## config.mk

```make
export PLATFORM = sky130hd
export DESIGN_NAME = popcount_rr_sched
export DESIGN_NICKNAME = d
export VERILOG_FILES = /design/src/rtl/popcnt_pkg.sv /design/src/rtl/popcount_rr_sched_popcount_unit.sv /design/src/rtl/popcount_rr_sched.sv
export SDC_FILE = /design/constraint.sdc
export NUM_CORES = 1
export LEC_CHECK = 0
export CORE_UTILIZATION = 30
export DETAILED_ROUTE_END_ITERATION = 7
export GPL_ROUTABILITY_DRIVEN = 0
export SKIP_CTS_REPAIR_TIMING = 1
export SYNTH_ARGS = -nofsm -noshare
export SYNTH_HDL_FRONTEND = slang
export SYNTH_SLANG_ARGS = --single-unit
```

## constraint.sdc

```tcl
create_clock -name clk -period 8.52 [get_ports clk]
set_clock_uncertainty 0.05 [all_clocks]
set_input_delay 1.278 -clock clk [delete_from_list [all_inputs] [get_ports clk]]
set_output_delay 1.278 -clock clk [all_outputs]
set_load 0.005 [all_outputs]
```

## src/rtl/popcnt_pkg.sv

```systemverilog
// Shared types and width helpers for the round-robin popcount scheduler.
package popcnt_pkg;

  typedef enum logic [1:0] {
    IDLE = 2'd0,
    CALC = 2'd1,
    RESP = 2'd2
  } state_e;

  // Bits needed to hold a count of 0..w ones.
  function automatic int cnt_w(input int w);
    return $clog2(w + 1);
  endfunction

  // Requester id width; at least one bit so a lone requester still has a port.
  function automatic int id_w(input int n);
    return (n > 1) ? $clog2(n) : 1;
  endfunction

endpackage

```

## src/rtl/popcount_rr_sched_popcount_unit.sv

```systemverilog
// Combinational count of 1 bits in a DATA_W-bit word.
module popcount_unit #(
  parameter int DATA_W = 8,
  parameter int CNT_W  = 4
) (
  input  logic [DATA_W-1:0] i_data,
  output logic [CNT_W-1:0]  o_count
);

  // Ripple adder over the bits; zero-extend each bit into the count width.
  always_comb begin
    o_count = '0;
    for (int i = 0; i < DATA_W; i++) begin
      o_count = o_count + CNT_W'(i_data[i]);
    end
  end

endmodule

```

## src/rtl/popcount_rr_sched.sv

```systemverilog
// Round-robin scheduler sharing one popcount datapath between NREQ requesters.
// Optional feature: define POPCNT_ACCUM_EN for per-requester saturating totals.
module popcount_rr_sched
  import popcnt_pkg::*;
#(
  parameter int NREQ   = 4,
  parameter int DATA_W = 8,
  parameter int CNT_W  = 4,
  parameter int ACC_W  = 16,
  localparam int ID_W  = id_w(NREQ)
) (
  input  logic                   clk,
  input  logic                   rst_n,
  input  logic [NREQ-1:0]        req_valid,
  input  logic [NREQ*DATA_W-1:0] req_data,
  output logic [NREQ-1:0]        req_ready,
  output logic                   rsp_valid,
  input  logic                   rsp_ready,
  output logic [ID_W-1:0]        rsp_id,
  output logic [CNT_W-1:0]       rsp_count,
  output logic [ACC_W-1:0]       rsp_total,
  input  logic                   acc_clr
);

  state_e                        r_state, w_next;
  logic [ID_W-1:0]               r_ptr, r_id, w_gid, w_idx;
  logic [NREQ-1:0]               w_grant;
  logic                          w_any;
  logic [NREQ-1:0][DATA_W-1:0]   w_words;
  logic [DATA_W-1:0]             r_data;
  logic [CNT_W-1:0]              r_count, w_cnt;

  assign w_words = req_data;

  popcount_unit #(.DATA_W(DATA_W), .CNT_W(CNT_W)) u_pop (
    .i_data (r_data),
    .o_count(w_cnt)
  );

  // First valid requester at or after r_ptr, wrapping around.
  always_comb begin
    w_grant = '0;
    w_gid   = '0;
    w_any   = 1'b0;
    w_idx   = '0;
    for (int k = 0; k < NREQ; k++) begin
      w_idx = ID_W'((int'(r_ptr) + k) % NREQ);
      if (!w_any && req_valid[w_idx]) begin
        w_any          = 1'b1;
        w_gid          = w_idx;
        w_grant[w_idx] = 1'b1;
      end
    end
  end

  // Next-state logic and the handshake strobes.
  always_comb begin
    w_next    = r_state;
    req_ready = '0;
    rsp_valid = 1'b0;
    case (r_state)
      IDLE: begin
        req_ready = w_grant;
        if (w_any) w_next = CALC;
      end
      CALC: w_next = RESP;
      RESP: begin
        rsp_valid = 1'b1;
        if (rsp_ready) w_next = IDLE;
      end
      default: w_next = IDLE;
    endcase
  end

  // State register.
  always_ff @(posedge clk or negedge rst_n) begin
    if (!rst_n) r_state <= IDLE;
    else        r_state <= w_next;
  end

  // Capture the granted word/id and advance the round-robin pointer past it.
  always_ff @(posedge clk or negedge rst_n) begin
    if (!rst_n) begin
      r_ptr  <= '0;
      r_id   <= '0;
      r_data <= '0;
    end else if (r_state == IDLE && w_any) begin
      r_data <= w_words[w_gid];
      r_id   <= w_gid;
      r_ptr  <= (w_gid == ID_W'(NREQ - 1)) ? '0 : w_gid + ID_W'(1);
    end
  end

  // Register the count so the response fields are stable through RESP.
  always_ff @(posedge clk or negedge rst_n) begin
    if (!rst_n)                r_count <= '0;
    else if (r_state == CALC)  r_count <= w_cnt;
  end

  assign rsp_id    = r_id;
  assign rsp_count = r_count;

`ifdef POPCNT_ACCUM_EN
  logic [NREQ-1:0][ACC_W-1:0] r_acc;
  logic [ACC_W-1:0]           r_total, w_sat;
  logic [ACC_W:0]             w_sum;

  assign w_sum = {1'b0, r_acc[r_id]} + (ACC_W+1)'(w_cnt);
  assign w_sat = w_sum[ACC_W] ? '1 : w_sum[ACC_W-1:0];

  // Accumulate on the CALC->RESP edge; a clear wins over the add.
  always_ff @(posedge clk or negedge rst_n) begin
    if (!rst_n) begin
      r_acc   <= '0;
      r_total <= '0;
    end else if (acc_clr) begin
      r_acc <= '0;
      if (r_state == CALC) r_total <= '0;
    end else if (r_state == CALC) begin
      r_acc[r_id] <= w_sat;
      r_total     <= w_sat;
    end
  end

  assign rsp_total = r_total;
`else
  logic w_unused;
  assign w_unused  = acc_clr;
  assign rsp_total = '0;
`endif

endmodule

```

# --- After elaboration in Yosys (flattened, before gate mapping) ---
# Index checks and enable logic that the tools add are counted.
op_classes:
  addsub: 11
  magnitude_cmp: 9
  eq_ne: 5
  n_mux: 36
  bitwise: 3
  n_reduce_logical: 13
op_table:
  columns: ["operator", "n"]
  rows:
  - ["adder 4 x 1 -> 4 bit", 6]
  - ["2-to-1 mux 4 bit", 5]
  - ["binary-select mux 8 bit (select 2 bit)", 1]
  - ["< comparator 2 x 3 -> 1 bit, second input constant", 5]
  - ["2-to-1 mux 2 bit", 7]
  - ["2-to-1 mux 1 bit", 13]
  - ["bitwise OR 4 bit", 3]
  - ["binary-select mux 1 bit (select 2 bit)", 4]
  - ["demux 1 bit (select 2 bit)", 4]
  - [">= comparator 2 x 1 -> 1 bit, second input constant", 4]
  - ["logical AND 1 bit", 8]
  - ["2-to-1 mux 8 bit", 1]
  - ["case mux 2 bit (3 select lines)", 1]
  - ["adder 2 x 1 -> 2 bit, second input constant", 2]
  - ["adder 2 bit, second input constant", 2]
  - ["equality test 2 bit, second input constant", 2]
  - ["!= test 2 bit, second input constant", 2]
  - ["zero test 1 bit", 3]
  - ["adder 1 x 1 -> 2 bit", 1]
  - ["equality test 2 x 1 -> 1 bit, second input constant", 1]
  - ["zero test 2 bit", 1]
  - ["AND reduction 2 bit", 1]
word_totals:
  reg_bits: 18
  out_inout_bits: 27
  elab_cells: 82

# --- Depth between registers and ports, before layout ---
depth:
  depth_word: 14
  mapped_depth: 11
  depth_no_buf: 9

# --- Cells and area by module ---
# From an unflattened synthesis, not the netlist that was laid out.
unflattened:
  cells_unflattened: 184
  hier_area_um2: 1727.9
modules_own_cells:
  columns: ["module", "n_inst", "cells_per_inst", "area_per_inst_um2", "seq_area_each_um2"]
  rows:
  - ["popcount_rr_sched", 1, 160, 1537.7, 450.4]
  - ["popcount_unit", 1, 24, 190.2, 0.0]

# --- Worst setup path after synthesis ---
# No wires, ideal clock.
synth_timing:
  path_type: "in2out"
  from: "input port req_valid[3]"
  to: "output port req_ready[2]"
  t_arrival_ns: 2.679
  setup_slack_ns: 4.513
  stages: 6
  cell_sequence: "mux4_2 buf_6 or3_4 nor2_4 a221oi_1 nor3_1"
synth_between:
  elab_chain_len: 13
  elab_cells_between_ends: 25
  cone_classes: "mux (16); bitwise (3); reduce/logical (6)"
synth_lines:
  columns: ["item", "line_no", "text"]
  rows:
  - ["start: declaration", "popcount_rr_sched.sv:14", "input logic [NREQ-1:0] req_valid,"]
  - ["binary-select mux 1 bit (select 2 bit)", "popcount_rr_sched.sv:48", "if (!w_any && req_valid[w_idx]) begin"]
  - ["2-to-1 mux 1 bit (implied by the code)", "popcount_rr_sched.sv:48", null]
  - ["2-to-1 mux 1 bit", "popcount_rr_sched.sv:48", null]
  - ["zero test 1 bit", "popcount_rr_sched.sv:48", null]
  - ["logical AND 1 bit", "popcount_rr_sched.sv:48", null]
  - ["2-to-1 mux 1 bit", "popcount_rr_sched.sv:48", null]
  - ["zero test 1 bit", "popcount_rr_sched.sv:48", null]
  - ["logical AND 1 bit", "popcount_rr_sched.sv:48", null]
  - ["2-to-1 mux 1 bit", "popcount_rr_sched.sv:48", null]
  - ["zero test 1 bit", "popcount_rr_sched.sv:48", null]
  - ["logical AND 1 bit", "popcount_rr_sched.sv:48", null]
  - ["2-to-1 mux 4 bit (*)", "popcount_rr_sched.sv:48", null]
  - ["2-to-1 mux 4 bit (*)", "popcount_rr_sched.sv:61", "case (r_state)"]
  - ["end: declaration", "popcount_rr_sched.sv:16", "output logic [NREQ-1:0] req_ready,"]
# Every way passes the cells marked *; elsewhere a longest branch is shown, timed or not. The select of a mux whose other input is x is not followed.

# --- Worst setup path after layout ---
layout_timing:
  from: "input port req_valid[0]"
  to: "output port req_ready[3]"
# Same word-level chain as after synthesis.

==> summary.md <==
| Metric | Value |
|---|---|
| Post-Synthesis Cells | 171 |
| FILL cells | 549 |
| Leakage | 0.984 nW |
| Htree depth | 1 |
| Post-synth top area cell | dfrtp_1 |
| Floorplan row count | 26 |
| Worst rel slew slack | 0.376 |
| Largest net degree at the start of global routing | 19 |
| Place WS | 3.32 ns |
| Power per Cell Area | 381 nW/um^2 |
| Fmax | 193 MHz |
| Worst Setup End Kind | primary output |
| Fin. max-slew vios | 0 |
| Num CTS Buffers | 3 |
| Worst Tran Pin Value | 0.936 ns |
| Finish-stage setup viols | 0 |
| Die Span X | 77.0 microns |
| Initial drt markers | 42 |
| Syn. warnings | 0 |
| CTS tree | yes |
| Vias | 1272 |
| Initial antenna violation count | 0 |
| Fin util | 0.413 |
| Detailed Route WL | 3210 microns |
| GRT Overall Usage | 0.120 |
| Mean Syn Cell Area | 9.88 sq um |
| Final hold violations | 0 |
| Clock Sinks | 18 |
| PortBufs | 49 |
| Share of layout cells above drive strength 1 | 0.0748 |
| Worst vdd ir | 0.000132 V |
| Crit path required time | 7.19 ns |
| Worst skew pair latency | 0.25 ns |
| Status | finished clean |
| Commonest cells post-synth | dfrtp_1 (18), mux2i_1 (18), nand2_1 (18) |
| Setup TNS | 0 ns |
| DRT antenna net count | 0 |
| Num ports | 67 |
| Vias in the first global route | 1260 |
| Period minus WS final | 5.18 ns |
| Area of the core | 5270 sq um |
| Gr ovfl total | 0 |
| Nets | 270 |
| Period utilization | 0.608 |
| RSZ-0062 raised after global routing | false |
| Final worst-path setup slack | 3.34 ns |
| Clock buffer depth | 2 |
| DRC | 0 |
| # diodes | 0 |
| Syn-to-layout area delta | 29.0% |
| Die height | 77.0 microns |
| Critical Path AT | 3.85 ns |
| First-pass GRT wire length | 5810 microns |
| Max-Cap Viols | 0 |
| CTS root buffer | clkbuf_8 |
| Most common flop cell mapped by yosys | dfrtp_1 |
| Seq/Total Area, Yosys | 0.267 |
| CTS clk-pin slew, worst paths | 0.06 ns |
| Post-synth ARST share | 1.00 |
| Synthesis-stage register bit count | 18 |
| Worst setup SP type | input pin |
| Via/cell ratio | 4.48 |
| Yosys top cell area share | 0.267 |
| Crit path kind | in -> out |
| Synth top area cells | dfrtp_1 (27%), mux2i_1 (11%), buf_4 (7.6%), ha_1 (7.4%), fa_1 (4.7%) |
| Initial core utilization | 0.321 |
| DR pass1 iterations | 4 |
| Count of cell types in the netlist | 38 |
| Critical Path Fanout Max | 10 |
| Die area | 5930 sq um |
| Routed length per instance | 11.3 microns |
| Post-synth EDFFs | 0 |
| Post-Syn Area | 1690 sq um |
| Worst min path class | reg -> reg |
[per-stage QoR]
step	cells	power [mW]	cell area, sq um	hold WS, ns
2_1_floorplan	186	0.663	1750	0.406
3_3_place_gp	281	0.775	2140	0.413
3_5_place_dp	281	0.781	2140	0.421
4_1_cts	284	0.843	2180	0.436
5_1_grt	284	0.934	2180	0.472
6_report	284	0.829	2180	0.427
[path summary, 6_finish.rpt]
check / startpoint / slack, ns / cells after the start / endpoint
max: req_valid[0] / 3.34 / 7 / req_ready[3]
min: rsp_count[2] / 0.43 / 2 / rsp_count[2]
max reg2reg: r_ptr[0] / 5.09 / 7 / r_data[7]
min reg2reg: rsp_count[2] / 0.43 / 2 / rsp_count[2]
max in group asynchronous: rst_n / 6.45 / 1 / r_data[7]
min in group asynchronous: rst_n / 1.46 / 1 / r_data[5]
[layout by cell type (no fill, tap or decap), types with 3 or more instances in the layout]
cell | synthesis | layout
mux2i_1 | 18 | 18
nor3_1 | 6 | 6
o21ai_0 | 8 | 8
a221oi_1 | 4 | 4
inv_1 | 15 | 15
o221ai_1 | 7 | 7
nor2_1 | 7 | 7
conb_1 | 1 | 16
clkdlybuf4s50_1 | 0 | 49
dfrtp_1 | 18 | 18
ha_1 | 10 | 10
fa_1 | 4 | 4
clkbuf_8 | 0 | 3
nand2_1 | 18 | 18
a22oi_1 | 4 | 4
[registers in the layout, summed over array words and instances (netlist names)]
signal and cells:
r_data 8, r_state 2, r_ptr 2, rsp_count 4, rsp_id 2
[cells by family (layout without fill, tap and decap cells)]
group | after synthesis | after routing | share of synthesized area
AO/OA/AOI/OAI | 30 | 30 | 0.143
XOR/XNOR | 4 | 4 | 0.0207
adder cells (fa/ha/maj) | 14 | 14 | 0.121
buffers and inverters | 40 | 68 | 0.146
flip-flops | 18 | 18 | 0.267
multiplexers | 23 | 23 | 0.171
other | 1 | 16 | 0.00222
AND/OR/NAND/NOR | 41 | 41 | 0.129
[critical path, cell delays in order]
cell             delay, ns
clkdlybuf4s50_1       0.52
mux4_2                0.64
or3_4                 0.46
nor2_4                0.17
a221oi_1              0.10
nor3_1                0.16
clkdlybuf4s50_1       0.52
[cell type report]
cell class	instances	area (sq um)	area share
Timing Repair Buffer	49	490	0.225
Sequential cell	18	450	0.207
Multi-Input combinational cell	128	1050	0.481
Tap cell	70	87.6	0.0402
Inverter	16	60.1	0.0276
Clock buffer	3	41.3	0.0190
[metal layers]
metal / vias to the layer above / share of wire / global-route usage
li1: 654 / - / -
met1: 572 / 0.49 / 0.156
met2: 46 / 0.45 / 0.204
met3: 0 / 0.055 / 0.0333
met4: 0 / 0 / 0.0113
met5: - / 0 / 0
[where the power goes]
group / total [mW] / switching, mW / leakage, nW / internal (mW)
logic: 0.597 / 0.302 / 0.738 / 0.295
clock network: 0.0588 / 0.0274 / 0.0216 / 0.0314
registers: 0.173 / 0.0434 / 0.224 / 0.130
total: 0.829 / 0.373 / 0.984 / 0.457
(Power assumes the default switching activity.)
